$ cat config.mk
export PLATFORM = sky130hd
export DESIGN_NAME = ixc_multi_clock_gen
export DESIGN_NICKNAME = d
export VERILOG_FILES = /design/src/rtl/ixc_clkgen_pkg.sv /design/src/rtl/ixc_clk_chan.sv /design/src/rtl/ixc_multi_clock_gen.sv
export SDC_FILE = /design/constraint.sdc
export NUM_CORES = 1
export LEC_CHECK = 0
export ABC_AREA = 0
export CORE_ASPECT_RATIO = 1.4
export CORE_MARGIN = 3
export CORE_UTILIZATION = 49
export CTS_BUF_LIST = sky130_fd_sc_hd__clkbuf_8 sky130_fd_sc_hd__clkbuf_16
export DETAILED_ROUTE_END_ITERATION = 12
export GPL_ROUTABILITY_DRIVEN = 0
export HOLD_SLACK_MARGIN = 0.05
export PLACE_DENSITY = 0.69
export SKIP_CTS_REPAIR_TIMING = 1
export SKIP_LAST_GASP = 1
export SLEW_MARGIN = 20
export SYNTH_ARGS = -nofsm -noshare
export SYNTH_HDL_FRONTEND = slang
export SYNTH_SLANG_ARGS = --single-unit
$ cat constraint.sdc
create_clock -name clk -period 10 [get_ports clk]
set_input_delay 2 -clock clk [delete_from_list [all_inputs] [get_ports clk]]
set_output_delay 2 -clock clk [all_outputs]
set_load 0.005 [all_outputs]
$ cat src/rtl/ixc_clkgen_pkg.sv
// Shared defaults, config record and helpers for the multi-channel clock generator.
package ixc_clkgen_pkg;

   localparam int DEF_CNT_W   = 10;
   localparam int DEF_DELTA_W = 11;
   localparam int DEF_HALF    = 625;

   // One channel's configuration write at the default counter width.
   typedef struct packed {
      logic [DEF_CNT_W-1:0] half;
      logic [DEF_CNT_W-1:0] phase;
      logic                 en;
      logic                 restart;
   } chan_cfg_t;

   // A zero half-period or start phase would stall the channel, so 0 reads as 1.
   function automatic int unsigned clamp1(input int unsigned v);
      return (v == 0) ? 32'd1 : v;
   endfunction

endpackage

$ cat src/rtl/ixc_clk_chan.sv
// One generated clock channel: remaining-time down-counter, phase level,
// sticky overshoot flag and its configuration registers.
module ixc_clk_chan
   import ixc_clkgen_pkg::*;
#(
   parameter int   CNT_W        = DEF_CNT_W,
   parameter int   DELTA_W      = DEF_DELTA_W,
   parameter int   DEFAULT_HALF = DEF_HALF,
   parameter logic EN_INIT      = 1'b1
) (
   input  logic               clk,
   input  logic               rst,
   input  logic [DELTA_W-1:0] delta,
   input  logic               wr,
   input  logic [CNT_W-1:0]   cfg_half,
   input  logic [CNT_W-1:0]   cfg_phase,
   input  logic               cfg_en,
   input  logic               cfg_restart,
   output logic               phi,
   output logic [CNT_W-1:0]   rem,
   output logic               en,
   output logic               ovs
);

   logic [CNT_W-1:0]   half;
   logic [DELTA_W-1:0] rem_ext;
   logic               advance;
   logic [CNT_W-1:0]   half_new;
   logic [CNT_W-1:0]   phase_new;

   assign rem_ext   = DELTA_W'(rem);
   assign advance   = en && (delta != '0);
   assign half_new  = CNT_W'(clamp1(32'(cfg_half)));
   assign phase_new = CNT_W'(clamp1(32'(cfg_phase)));

   // Advance uses the old half; a write in the same cycle is applied after it,
   // so a restart overrides the advance result and a plain write only changes
   // half for the next reload.
   always_ff @(posedge clk or posedge rst) begin
      if (rst) begin
         half <= CNT_W'(DEFAULT_HALF);
         rem  <= CNT_W'(DEFAULT_HALF);
         phi  <= 1'b0;
         en   <= EN_INIT;
         ovs  <= 1'b0;
      end else begin
         if (advance) begin
            if (rem_ext > delta) begin
               rem <= CNT_W'(rem_ext - delta);
            end else begin
               phi <= ~phi;
               rem <= half;
               if (rem_ext < delta) ovs <= 1'b1;
            end
         end
         if (wr) begin
            half <= half_new;
            en   <= cfg_en;
            if (cfg_restart) begin
               rem <= phase_new;
               phi <= 1'b0;
               ovs <= 1'b0;
            end
         end
      end
   end

endmodule

$ cat src/rtl/ixc_multi_clock_gen.sv
// Multi-channel DUT clock generator: write decode to the channels and the
// combinational minimum of remaining time across enabled channels.
module ixc_multi_clock_gen
   import ixc_clkgen_pkg::*;
#(
   parameter int                  NUM_CLKS     = 4,
   parameter int                  CNT_W        = DEF_CNT_W,
   parameter int                  DELTA_W      = DEF_DELTA_W,
   parameter int                  DEFAULT_HALF = DEF_HALF,
   parameter logic [NUM_CLKS-1:0] EN_RESET     = 'b1,
   localparam int                 SEL_W        = (NUM_CLKS > 1) ? $clog2(NUM_CLKS) : 1
) (
   input  logic                clk,
   input  logic                rst,
   input  logic [DELTA_W-1:0]  delta,
   input  logic                cfg_we,
   input  logic [SEL_W-1:0]    cfg_sel,
   input  logic [CNT_W-1:0]    cfg_half,
   input  logic [CNT_W-1:0]    cfg_phase,
   input  logic                cfg_en,
   input  logic                cfg_restart,
   output logic [NUM_CLKS-1:0] phi,
   output logic [DELTA_W-1:0]  td_min,
   output logic                td_valid,
   output logic [NUM_CLKS-1:0] overshoot
);

   localparam int LVL_N  = (NUM_CLKS > 1) ? $clog2(NUM_CLKS) : 0;
   localparam int LEAVES = 1 << LVL_N;

   logic [NUM_CLKS-1:0] wr;
   logic [NUM_CLKS-1:0] chan_en;
   logic [CNT_W-1:0]    rem [NUM_CLKS];

   for (genvar i = 0; i < NUM_CLKS; i++) begin : g_chan
      // cfg_sel codes beyond the last channel match nothing and are dropped.
      assign wr[i] = cfg_we && (32'(cfg_sel) == i);

      ixc_clk_chan #(
         .CNT_W        (CNT_W),
         .DELTA_W      (DELTA_W),
         .DEFAULT_HALF (DEFAULT_HALF),
         .EN_INIT      (EN_RESET[i])
      ) u_chan (
         .clk         (clk),
         .rst         (rst),
         .delta       (delta),
         .wr          (wr[i]),
         .cfg_half    (cfg_half),
         .cfg_phase   (cfg_phase),
         .cfg_en      (cfg_en),
         .cfg_restart (cfg_restart),
         .phi         (phi[i]),
         .rem         (rem[i]),
         .en          (chan_en[i]),
         .ovs         (overshoot[i])
      );
   end

   // Heap-ordered min tree; unused and disabled leaves are all ones so they never win.
   logic [DELTA_W-1:0] node [1:2*LEAVES-1];

   // Build leaves from registered rem, then reduce pairwise towards node 1.
   always_comb begin
      for (int k = 1; k < 2 * LEAVES; k++) node[k] = '1;
      for (int k = 0; k < NUM_CLKS; k++) begin
         if (chan_en[k]) node[LEAVES + k] = DELTA_W'(rem[k]);
      end
      for (int k = LEAVES - 1; k >= 1; k--) begin
         node[k] = (node[2*k] < node[2*k+1]) ? node[2*k] : node[2*k+1];
      end
   end

   assign td_min   = node[1];
   assign td_valid = |chan_en;

endmodule

== Word-level counts from Yosys, hierarchy flattened ==
Cells that the tools add are included.
Widths: inputs -> output; s select.
Cells by class
  $add $sub $neg: 4
  $lt $le $gt $ge: 11
  equality and inequality tests: 3
  muxes and demuxes: 61
  bitwise operators: 4
  reduce and logical (&&, ||, !) cells: 13
Operators by type and width (number)
  $mux 10: 18
  $mux 11: 7
  $gt 10x11->1: 4
  $lt 10x11->1: 4
  $sub 10x10->10: 4
  $mux 1: 36
  $lt 11x11->1: 3
  $logic_not 10->1: 2
  $reduce_bool 11->1: 1
  $logic_and 1x1->1: 8
  $eq 2x2->1 const B: 2
  $not 1->1: 4
  $reduce_or 4->1: 1
  $eq 2x1->1 const B: 1
  $logic_not 2->1: 1
Word-level totals
  register bits after elaboration: 92
  input bits: 38
  word-level logic and storage cells: 116

== Logic depth before layout (Yosys ltp) ==
Gate-level depths: netlist (run 1).
  word-level depth: 6
  gate-level depth with buffers: 21
  gate-level depth less buffers: 18

== Modules after synthesis ==
A second synthesis (run 1) with hierarchy kept.
Unflattened totals
  cells, all modules: 947
  area total of the unflattened synthesis: 8179.1 um2
By module, submodules not included
  ixc_clk_chan at g_chan[2].u_chan ...: times used 2, cells an instance 182, area each 1651.6 um2, sequential area each 588.1 um2
  ixc_clk_chan at g_chan[1].u_chan: times used 1, cells an instance 182, area each 1670.4 um2, sequential area each 588.1 um2
  ixc_clk_chan at g_chan[0].u_chan: times used 1, cells an instance 182, area each 1652.8 um2, sequential area each 589.3 um2
  ixc_multi_clock_gen: times used 1, cells an instance 219, area each 1552.7 um2, sequential area each 0.0 um2

== Worst setup path after synthesis (run 1) ==
Ideal clock, no wire load.
  kind: reg-to-output
  start point: reg g_chan[3].u_chan.en
  end point: out td_min[9]
  arrival time: 4.236 ns
  required time: 8.000 ns
  slack: 3.764 ns
  cell stages (with the launch flop): 22
  path through: dfrtp_1 > inv_2 > buf_1 > nor2_1 > ha_1 > a211o_1 > a211oi_2 > o21ai_1 > a211oi_2 > buf_4 > buf_8 > nand3b_1 > o31ai_2 > ha_1 > a41oi_1 > nor2_1 > a311o_1 > a21oi_1 > o31a_1 > buf_2 > o21ai_0 > o22ai_1
On the way
  cells in the longest elaborated chain, start to end: 5
Ends and longest elaborated chain
  from (decl): line ixc_clk_chan.sv:21  | output logic en,
  from (signal assigned): line ixc_clk_chan.sv:58  | en <= cfg_en;
  $mux 11 *: line ixc_multi_clock_gen.sv:67  | if (chan_en[k]) node[LEAVES + k] = DELTA_W'(rem[k]);
  $lt 11x11->1: line ixc_multi_clock_gen.sv:70  | node[k] = (node[2*k] < node[2*k+1]) ? node[2*k] : node[2*k+1];
  $mux 11 *: line ixc_multi_clock_gen.sv:70
  $lt 11x11->1: line ixc_multi_clock_gen.sv:70
  $mux 11 *: line ixc_multi_clock_gen.sv:70
  to (decl): line ixc_multi_clock_gen.sv:23  | output logic [DELTA_W-1:0] td_min,
Mark *: on every way between the ends. The rest lies on a longest branch, timed or not.

== Worst setup path after layout (run 1) ==
  start point: reg g_chan[0].u_chan.en
  end point: out td_min[2]
On the way
  cells in the longest elaborated chain, start to end: 5
Ends and longest elaborated chain (line)
  from (decl): ixc_clk_chan.sv:21
  from (signal assigned): ixc_clk_chan.sv:58
  $mux 11 *: ixc_multi_clock_gen.sv:67
  $lt 11x11->1: ixc_multi_clock_gen.sv:70
  $mux 11 *: ixc_multi_clock_gen.sv:70
  $lt 11x11->1: ixc_multi_clock_gen.sv:70
  $mux 11 *: ixc_multi_clock_gen.sv:70
Marked as above.

==> flow_summary.yaml, run 1 <==
status:
  status: "complete, no violations"
setup_path:
  crit_path_end_kind: "output port"
  crit_fanout: 13
  cp_cell_sequence: "inv_1 > nor2_1 > inv_1 > ha_1 > nand4b_1 > nor2_1 > nand3_1 > o21ai_2 > mux2i_1 > ha_1 > a41oi_1 > nor2_1 > a311o_1 > a21oi_1 > o31a_1 > a41o_1 > o22ai_1 > clkdlybuf4s50_1"
  worst_setup_path_start_kind: "register"
  crit_slowest_cell: "sky130_fd_sc_hd__o21ai_2"
  r2r_setup_slack_ps: 7000
  cp.arrival_ps: 5690
  timing.critical_path.mode_cell: "sky130_fd_sc_hd__nor2_1"
  worst-setup-path-type: "reg2out"
  maximum_single_stage_delay_on_the_critical_path_ps: 580
  path_buf_inv: 3
  critical_path.top_delay_family: "compound AO/OA/AOI/OAI gates"
  cp_data_required_time_ps: 8000
global_route:
  grt_max_degree: 55
  grt_pass1_wl_mm: 35.1
  grt_overflow_total: 0
  antenna_found_initial: 0
  first_global_vias: 6519
  grt_use_total_pct: 27.4
timing:
  finalHoldWorstSlack_ps: 492
  worst-slew-pin-transition_ps: 1000
  max_freq_mhz: 130
  relSlewSlack_pct: 33.1
  setup_repair_after_global_routing_missed_its_margin: "no"
  hold_viol_final: 0
  final.setup_skew_ps: 6.75
  tns_ps: 0
  setup_violations: 0
  fin_crit_sh_pct: 76.9
  finalCriticalPeriod_ps: 7690
  drv_slew: 0
pwr:
  proportion_of_power_drawn_by_the_clock_network_pct: 12.5
  power.combinational.fraction_pct: 62.4
  switching_share_pct: 43.0
  total_power_mw: 2.75
  power.net_switching_mw: 1.18
  peak_supply_drop_uv: 321
  leakage_power_summed_over_all_cells_nw: 3.59
  power-per-cell-area_nw_per_um2: 327
  seq_power_share_pct: 25.1
  power.internal_mw: 1.57
cells_and_area:
  area.growth.synth_to_final_pct: 12.5
  seq_area_um2: 2350
  nNetsFinal: 980
  drive_above_1_share_pct: 13.9
  multi_input_gate_area_um2: 4720
  fillerInstances: 1369
  finalNonFillerCells: 1063
synthesis:
  yosys.cell_count.top_type: "sky130_fd_sc_hd__nor2_1"
  netlist_top_cells_area: "sky130_fd_sc_hd__dfrtp_1 17%, sky130_fd_sc_hd__dfstp_2 14%, sky130_fd_sc_hd__ha_1 12%, sky130_fd_sc_hd__mux2_2 5.9%, sky130_fd_sc_hd__a21oi_1 4.6%"
  post_synth_inst_count: 833
  synth-seq-cells: 92
  synth_top_area_share_pct: 17.1
  dominantRegCellSynth: "sky130_fd_sc_hd__dfrtp_1"
  ys_async_sr_fraction_pct: 100
  post_synth_most_frequent_cells: "80 x sky130_fd_sc_hd__nor2_1, 70 x sky130_fd_sc_hd__ha_1, 69 x sky130_fd_sc_hd__a21oi_1"
  synth_area_leader_cell: "sky130_fd_sc_hd__dfrtp_1"
  synth.distinct_cells: 69
  synth_enable_flop_cells: 0
  seq_total_area_yosys_pct: 31.5
  postSynthNetCount: 945
  yosys_warnings: 0
  synthesis.area_um2: 7470
  syn_avg_cell_area_um2: 8.97
drt:
  drtPass1Iterations: 5
  detail-route-antenna-nets: 0
  wl_mm: 22.3
  drtIter0Drc: 550
  num_vias: 6561
  drt-vias-per-instance: 6.17
  drc: 0
  wire_per_inst_um: 20.9
run:
  max-cap-violations: 0
clock_tree:
  ctsLongestPathBuffers: 2
  clock_sinks: 92
  cts.clk_slew.worst_paths_ps: 60
  clockRootBuffer: "sky130_fd_sc_hd__clkbuf_16"
  cts_htree_levels: 3
  cts_made_buffers: 9
  clk_latency_ps: 350
  clock_tree_from_tritoncts: "yes"
placement:
  detailedPlacementHpwl_mm: 17.0
  dp_cells: 1046
  input_output_buffers: 57
die:
  initial_utilization_pct: 50.8
  core.rowCount: 52
  dieWidth_um: 110
  die_area_um2: 16800
  die_height_um: 152
  core-area_um2: 14700
  io_pins: 58
min_path:
  hold_path_class: "reg2reg"
==> flip-flops by register name, indices dropped and copies added, names as in the netlist <==
register and count:
g_chan.u_chan.ovs 4, g_chan.u_chan.phi 4, g_chan.u_chan.rem 40, g_chan.u_chan.en 4
g_chan.u_chan.half 40
==> layer usage <==
layer | GRT usage (%) | routed length, um | vias to the layer above
li1 | - | - | 3108
met1 | 37.4 | 9360 | 3136
met2 | 42.9 | 10300 | 256
met3 | 3.52 | 1470 | 61
met4 | 12.9 | 1140 | 0
met5 | 0 | 0 | -
==> logic make-up after synthesis <==
family | after synthesis | synth area share, %
adders and majority gates | 74 | 12.8
buffers and inverters | 87 | 5.36
xor gates and xnor gates | 31 | 3.63
and+or+nand+nor | 236 | 15.4
DFF | 92 | 31.5
AOI/OAI and AO/OA | 239 | 20.7
muxes | 74 | 10.6
==> worst register-to-register path: cells and delay by family, from the launching register on <==
kind	cells	cell delay, ps
AO/OA/AOI/OAI	7	1400
AND/OR/NAND/NOR	1	700
adder cells (fa/ha/maj)	1	370
flip-flops	1	440
==> power groups by stage <==
stage / combinational [mW] / sequential (mW) / clock, mW
CTS: 1.71 / 0.683 / 0.346
floorplan: 1.27 / 0.612 / 0
finish: 1.71 / 0.689 / 0.343
global route: 1.92 / 0.702 / 0.366
global placement: 1.68 / 0.687 / 0
detailed placement: 1.70 / 0.689 / 0
==> placed cells by master, fill, tap and decap left out, types with 5 or more instances in the layout <==
master,instances
sky130_fd_sc_hd__nor2_1,80
sky130_fd_sc_hd__o21ai_0,23
sky130_fd_sc_hd__buf_4,5
sky130_fd_sc_hd__a21oi_1,69
sky130_fd_sc_hd__dfstp_2,41
sky130_fd_sc_hd__clkbuf_16,9
sky130_fd_sc_hd__a222oi_1,12
sky130_fd_sc_hd__nand2_1,61
sky130_fd_sc_hd__o31ai_2,5
sky130_fd_sc_hd__a221oi_1,5
sky130_fd_sc_hd__a21o_1,11
sky130_fd_sc_hd__nand3b_1,7
sky130_fd_sc_hd__and3_1,5
sky130_fd_sc_hd__xnor2_1,23
sky130_fd_sc_hd__nand3_1,11
sky130_fd_sc_hd__clkdlybuf4s50_1,57
sky130_fd_sc_hd__nand4_1,10
sky130_fd_sc_hd__mux2i_1,34
sky130_fd_sc_hd__nor2b_1,16
sky130_fd_sc_hd__dfrtp_1,51
sky130_fd_sc_hd__o21ai_1,37
sky130_fd_sc_hd__inv_1,50
sky130_fd_sc_hd__a31oi_1,8
sky130_fd_sc_hd__ha_1,70
sky130_fd_sc_hd__o22ai_1,22
sky130_fd_sc_hd__mux2_2,39
sky130_fd_sc_hd__nand2b_1,17
sky130_fd_sc_hd__o21a_1,8
sky130_fd_sc_hd__nor3_1,10
sky130_fd_sc_hd__xor2_1,8
==> final timing paths <==
check,start,end,cells after the start
max,g_chan[0].u_chan.en,td_min[2],18
max in group asynchronous,rst,g_chan[1].u_chan.rem[8],3
min reg2reg,g_chan[2].u_chan.ovs,g_chan[2].u_chan.ovs,1
max reg2reg,g_chan[1].u_chan.rem[2],g_chan[1].u_chan.rem[9],9
min,g_chan[2].u_chan.ovs,g_chan[2].u_chan.ovs,1
min in group asynchronous,rst,g_chan[2].u_chan.ovs,2
==> metrics by stage <==
step	util, %	instance area, um^2	setup slack, ps
2_1_floorplan	-	7470	3760
3_3_place_gp	55.1	8110	2810
3_5_place_dp	55.1	8110	2720
4_1_cts	57.1	8400	2330
5_1_grt	57.1	8400	1930
6_report	57.2	8410	2310
==> area by class of cell <==
| type | instances | share of cell area (%) |
|---|---|---|
| flip-flops and latches | 92 | 28.0 |
| clock buffers | 11 | 3.01 |
| multi-input cells | 654 | 56.2 |
| inverters | 49 | 2.22 |
| repair buffers | 62 | 7.23 |
| diodes | 1 | 0.0298 |
| clock inverters | 5 | 0.536 |
| well taps | 189 | 2.81 |
(Power assumes the default switching activity.)
==> inputs of run 2 (changes only) <==
--- a/config.mk
+++ b/config.mk
@@ -13,7 +13,7 @@
 export DETAILED_ROUTE_END_ITERATION = 12
 export GPL_ROUTABILITY_DRIVEN = 0
 export HOLD_SLACK_MARGIN = 0.05
-export PLACE_DENSITY = 0.69
+export PLACE_DENSITY = 0.71
 export SKIP_CTS_REPAIR_TIMING = 1
 export SKIP_LAST_GASP = 1
 export SLEW_MARGIN = 20
==> constraint.sdc (replaced) <==
create_clock -name clk -period 6.2 [get_ports clk]
set_input_delay 1.24 -clock clk [delete_from_list [all_inputs] [get_ports clk]]
set_output_delay 1.24 -clock clk [all_outputs]
set_load 0.005 [all_outputs]
==> flow_summary.yaml, run 2 (synthesized netlist as in run 1, its figures left out) <==
clock_tree:
  clock_sinks: 92
  cts_htree_levels: 3
  cts_made_buffers: 9
  clockRootBuffer: "sky130_fd_sc_hd__clkbuf_16"
  clk_latency_ps: 350
  clock_tree_from_tritoncts: "yes"
  cts.clk_slew.worst_paths_ps: 60
  ctsLongestPathBuffers: 2
pwr:
  total_power_mw: 4.67
  power.combinational.fraction_pct: 64.6
  power-per-cell-area_nw_per_um2: 540
  leakage_power_summed_over_all_cells_nw: 3.67
  peak_supply_drop_uv: 633
  proportion_of_power_drawn_by_the_clock_network_pct: 12.0
  seq_power_share_pct: 23.4
  switching_share_pct: 42.8
  power.net_switching_mw: 2.00
  power.internal_mw: 2.67
timing:
  hold_viol_final: 0
  tns_ps: 0
  drv_slew: 0
  max_freq_mhz: 162
  finalCriticalPeriod_ps: 6180
  worst-slew-pin-transition_ps: 984
  finalHoldWorstSlack_ps: 466
  fin_crit_sh_pct: 99.7
  setup_repair_after_global_routing_missed_its_margin: "yes"
  setup_violations: 0
  final.setup_skew_ps: 6.95
  finalWorstSetupSlack_ps: 20.7
  relSlewSlack_pct: 34.2
cells_and_area:
  finalNonFillerCells: 1082
  layout_top_registers: "g_chan.u_chan.half: 40 flops, g_chan.u_chan.rem: 40 flops"
  nNetsFinal: 1000
  mostFrequentLayoutCells: "77 x sky130_fd_sc_hd__nor2_1, 70 x sky130_fd_sc_hd__ha_1, 67 x sky130_fd_sc_hd__a21oi_1"
  n_antenna_cell: 0
  leading_cell_type_in_the_layout_fill_and_taps_excluded: "sky130_fd_sc_hd__nor2_1"
  area.growth.synth_to_final_pct: 15.9
  drive_above_1_share_pct: 17.7
placement:
  detailedPlacementHpwl_mm: 17.1
  dp_cells: 1057
  input_output_buffers: 57
  pre_cts_slack_ps: 318
die:
  core.rowCount: 52
  die_height_um: 152
  initial_utilization_pct: 50.8
  io_pins: 58
  core-area_um2: 14700
  die_area_um2: 16800
  dieWidth_um: 110
setup_path:
  crit_path_end_kind: "output port"
  worst_setup_path_start_kind: "register"
  crit_fanout: 10
  crit-reg2reg-launch: "g_chan[1].u_chan.rem[4]"
  cp_data_required_time_ps: 4960
  r2r_setup_slack_ps: 3240
  end_of_the_worst_register_to_register_path: "g_chan[1].u_chan.rem[9]"
  worst-setup-path-type: "reg2out"
  cp.arrival_ps: 4940
  worst-r2r-cell-count: 9
drt:
  wire_per_inst_um: 20.9
  num_vias: 6684
  wl_mm: 22.6
  drtPass1Iterations: 6
  detail-route-antenna-nets: 0
  drt-vias-per-instance: 6.18
  drtIter0Drc: 543
  drc: 0
global_route:
  first_global_vias: 6246
  grt_pass1_wl_mm: 34.4
  grt_use_total_pct: 26.9
  grt_overflow_total: 0
  grt_max_degree: 62
  antenna_found_initial: 0
min_path:
  worstHoldEndpoint: "g_chan[1].u_chan.rem[0]"
  hold_path_startpoint: "g_chan[1].u_chan.half[0]"
  hold_path_class: "reg2reg"
  holdPathStages: 2
status:
  status: "complete, no violations"
run:
  max-cap-violations: 0
## run 2: how the worst max path moves through the flow
stage | depth (start not counted) | startpoint | to
4_1_cts | 19 | g_chan[0].u_chan.en | td_min[8]
5_1_grt | 20 | g_chan[0].u_chan.en | td_min[3]
2_1_floorplan | 21 | g_chan[3].u_chan.en | td_min[9]
3_3_place_gp | 20 | g_chan[0].u_chan.en | td_min[8]
3_5_place_dp | 19 | g_chan[0].u_chan.en | td_min[8]
6_report | 20 | g_chan[0].u_chan.en | td_min[5]
## run 2: routing by layer
layer  vias to the layer above  track usage [%]  share of wire [%]
li1                       3153                -                  -
met1                      3208             36.9                 42
met2                       274             42.9                 47
met3                        49             2.93                6.4
met4                         0             11.2                4.7
met5                         -                0                  0
## run 2: final cells by class
cell class                 instances  area, um^2
inverter                          49         193
timing repair inverter             1        7.51
clock buffer                      10         239
tap                              189         236
sequential                        92        2350
fill                            1338        6050
clock inverter                     6        65.1
multi-input combinational        654        4780
timing repair buffer              81         774
## run 2: critical path, stage by stage (launching register included)
cell and delay, ps:
sky130_fd_sc_hd__dfstp_2 610, sky130_fd_sc_hd__clkinvlp_4 190, sky130_fd_sc_hd__nor2_2 190, sky130_fd_sc_hd__inv_1 60, sky130_fd_sc_hd__ha_1 300, sky130_fd_sc_hd__nand4b_1 150
sky130_fd_sc_hd__nor2_1 150, sky130_fd_sc_hd__nand3_1 140, sky130_fd_sc_hd__o21ai_4 210, sky130_fd_sc_hd__buf_8 190, sky130_fd_sc_hd__mux2i_2 310, sky130_fd_sc_hd__ha_1 320
sky130_fd_sc_hd__nand4_1 110, sky130_fd_sc_hd__nor2_1 60, sky130_fd_sc_hd__a311o_1 330, sky130_fd_sc_hd__a21oi_2 130, sky130_fd_sc_hd__o31a_1 240, sky130_fd_sc_hd__buf_4 150
sky130_fd_sc_hd__a41o_2 200, sky130_fd_sc_hd__o22ai_1 100, sky130_fd_sc_hd__clkdlybuf4s50_1 460
## run 2: through the flow
| step | instance area [um^2] | utilization (%) |
|---|---|---|
| 3_3_place_gp | 8190 | 55.7 |
| 5_1_grt | 8650 | 58.9 |
| 2_1_floorplan | 7470 | - |
| 3_5_place_dp | 8190 | 55.7 |
| 4_1_cts | 8490 | 57.8 |
| 6_report | 8650 | 58.9 |
## run 2: power by group through the flow
stage / clock network, mW / logic [mW] / registers, mW
2_1_floorplan: 0 / 2.06 / 0.987
3_3_place_gp: 0 / 2.78 / 1.08
3_5_place_dp: 0 / 2.81 / 1.09
4_1_cts: 0.571 / 2.83 / 1.08
5_1_grt: 0.593 / 3.31 / 1.12
6_report: 0.561 / 3.02 / 1.09
==> inputs of run 3 (changes only) <==
--- a/config.mk
+++ b/config.mk
@@ -6,14 +6,17 @@
 export NUM_CORES = 1
 export LEC_CHECK = 0
 export ABC_AREA = 0
+export CELL_PAD_IN_SITES_DETAIL_PLACEMENT = 0
+export CELL_PAD_IN_SITES_GLOBAL_PLACEMENT = 1
 export CORE_ASPECT_RATIO = 1.4
 export CORE_MARGIN = 3
-export CORE_UTILIZATION = 49
+export CORE_UTILIZATION = 42
 export CTS_BUF_LIST = sky130_fd_sc_hd__clkbuf_8 sky130_fd_sc_hd__clkbuf_16
 export DETAILED_ROUTE_END_ITERATION = 12
 export GPL_ROUTABILITY_DRIVEN = 0
 export HOLD_SLACK_MARGIN = 0.05
-export PLACE_DENSITY = 0.71
+export PLACE_DENSITY_LB_ADDON = 0.1
+export RECOVER_POWER = 50
 export SKIP_CTS_REPAIR_TIMING = 1
 export SKIP_LAST_GASP = 1
 export SLEW_MARGIN = 20
==> constraint.sdc (replaced) <==
create_clock -name clk -period 6.2 [get_ports clk]
set_input_delay 1.24 -clock clk [delete_from_list [all_inputs] [get_ports clk]]
set_output_delay 1.24 -clock clk [all_outputs]
set_load 0.05 [all_outputs]
==> flow_summary.yaml, run 3 (synthesized netlist as in run 1, its figures left out) <==
cells_and_area:
  multi_input_gate_area_um2: 4890
  fillerInstances: 1704
  area.growth.synth_to_final_pct: 18.8
  mostFrequentLayoutCells: "80 x sky130_fd_sc_hd__nor2_1, 70 x sky130_fd_sc_hd__ha_1, 68 x sky130_fd_sc_hd__a21oi_1"
  leading_cell_type_in_the_layout_fill_and_taps_excluded: "sky130_fd_sc_hd__nor2_1"
  drive_above_1_share_pct: 19.3
  nNetsFinal: 998
  layout.cell_area.non_filler_um2: 8870
  layout_top_registers: "g_chan.u_chan.half: 40 flops, g_chan.u_chan.rem: 40 flops"
  seq_area_um2: 2350
  n_antenna_cell: 0
status:
  violations_in_the_final_reports: "max-capacitance violations, max-slew violations"
  status: "finished with violations"
clock_tree:
  cts_made_buffers: 9
  clockRootBuffer: "sky130_fd_sc_hd__clkbuf_16"
  clock_tree_from_tritoncts: "yes"
  clock_sinks: 92
  clk_latency_ps: 350
  ctsLongestPathBuffers: 2
  cts_htree_levels: 3
  cts.clk_slew.worst_paths_ps: 70
setup_path:
  r2r_setup_slack_ps: 3110
  cp_data_required_time_ps: 4960
  cp.arrival_ps: 4790
  worst_setup_path_start_kind: "register"
  worst-r2r-cell-count: 9
  crit_path_end_kind: "output port"
  end_of_the_worst_register_to_register_path: "g_chan[1].u_chan.rem[9]"
  crit-reg2reg-launch: "g_chan[1].u_chan.rem[2]"
  crit_fanout: 14
  worst-setup-path-type: "reg2out"
pwr:
  power.combinational.fraction_pct: 71.7
  power.internal_mw: 3.03
  seq_power_share_pct: 18.9
  switching_share_pct: 48.9
  proportion_of_power_drawn_by_the_clock_network_pct: 9.3
  leakage_power_summed_over_all_cells_nw: 3.74
  power-per-cell-area_nw_per_um2: 669
  power.net_switching_mw: 2.90
  peak_supply_drop_uv: 517
global_route:
  grt_use_total_pct: 26.5
  antenna_found_initial: 0
  first_global_vias: 6516
  grt_pass1_wl_mm: 38.7
  grt_max_degree: 49
  grt_overflow_total: 0
min_path:
  holdPathStages: 2
  hold_path_startpoint: "g_chan[1].u_chan.half[0]"
  hold_path_class: "reg2reg"
  worstHoldEndpoint: "g_chan[1].u_chan.half[0]"
drt:
  wl_mm: 26.1
  detail-route-antenna-nets: 0
  wire_per_inst_um: 23.2
  drt-vias-per-instance: 5.98
  drtIter0Drc: 520
  drc: 0
  num_vias: 6734
  drtPass1Iterations: 6
timing:
  max_freq_mhz: 166
  finalHoldWorstSlack_ps: 483
  finalWorstSetupSlack_ps: 171
  hold_viol_final: 0
  fin_crit_sh_pct: 97.2
  setup_violations: 0
  relSlewSlack_pct: -77.6
  drv_slew: 95
  finalCriticalPeriod_ps: 6030
  worst-slew-pin-transition_ps: 2660
  final.setup_skew_ps: 11.7
placement:
  pre_cts_slack_ps: 69.1
  placement_stage_cell_area_um2: 8340
  detailedPlacementHpwl_mm: 19.6
  input_output_buffers: 57
run:
  max-cap-violations: 2
die:
  core-area_um2: 17400
  die_area_um2: 19400
  initial_utilization_pct: 42.9
  die_height_um: 164
  io_pins: 58
  dieWidth_um: 119
  core.rowCount: 57
run 3: stage by stage:
step,power [mW],util [%],TNS (ps),cells
finish,5.94,51.0,0,1127
global route,6.28,51.0,-390,1127
CTS,5.57,49.6,-2990,1118
detailed placement,4.99,47.9,0,1102
global placement,4.92,47.9,0,1102
floorplan,3.65,-,0,833
run 3: routing by layer:
layer  up-vias  GRT usage, %  share of wire, %
met3        80          3.69               5.1
met5         -             0                 0
met1      3262          31.9                40
met4         0          14.7               6.0
li1       3144             -                 -
met2       248          45.7                49
run 3: how the worst max path moves through the flow:
| stage | start | end | slack, ps | cells after the start |
|---|---|---|---|---|
| floorplan | g_chan[3].u_chan.en | td_min[0] | 80 | 21 |
| global placement | g_chan[3].u_chan.en | td_min[5] | 330 | 20 |
| detailed placement | g_chan[0].u_chan.en | td_min[4] | 70 | 19 |
| CTS | g_chan[0].u_chan.en | td_min[4] | -320 | 19 |
| global route | g_chan[0].u_chan.en | td_min[6] | -50 | 20 |
| finish | g_chan[0].u_chan.en | td_min[9] | 170 | 20 |
run 3: cell type report:
class                   count  area share [%]
clock buffers              11            2.85
clock inverters             5           0.465
inverters                  49            2.19
multi-input cells         655            55.1
flip-flops and latches     92            26.5
well taps                 236            3.33
repair buffers             79            9.56
run 3: power groups by stage:
stage          Clock (mW)  Combinational (mW)  Sequential, mW
4_1_cts             0.566                3.88            1.12
2_1_floorplan           0                2.66           0.987
6_report            0.554                4.26            1.12
5_1_grt             0.589                4.55            1.14
3_3_place_gp            0                3.80            1.12
3_5_place_dp            0                3.86            1.13
run 3: worst max-delay path, cell delays in order, from the launching register on:
cell                         delay, ps
sky130_fd_sc_hd__dfstp_2           580
sky130_fd_sc_hd__clkinvlp_4        150
sky130_fd_sc_hd__clkbuf_2          170
sky130_fd_sc_hd__buf_4             140
sky130_fd_sc_hd__ha_1              300
sky130_fd_sc_hd__nand4b_1          230
sky130_fd_sc_hd__nor2_1            150
sky130_fd_sc_hd__nand3_1           140
sky130_fd_sc_hd__o21ai_4           190
sky130_fd_sc_hd__buf_12            170
sky130_fd_sc_hd__mux2i_1           300
sky130_fd_sc_hd__ha_1              310
sky130_fd_sc_hd__a41oi_2           170
sky130_fd_sc_hd__nor2_1             60
sky130_fd_sc_hd__a311o_1           360
sky130_fd_sc_hd__a21oi_4           130
sky130_fd_sc_hd__o31a_1            140
sky130_fd_sc_hd__buf_4             200
sky130_fd_sc_hd__a31oi_4           120
sky130_fd_sc_hd__o22ai_2           250
sky130_fd_sc_hd__buf_12            170
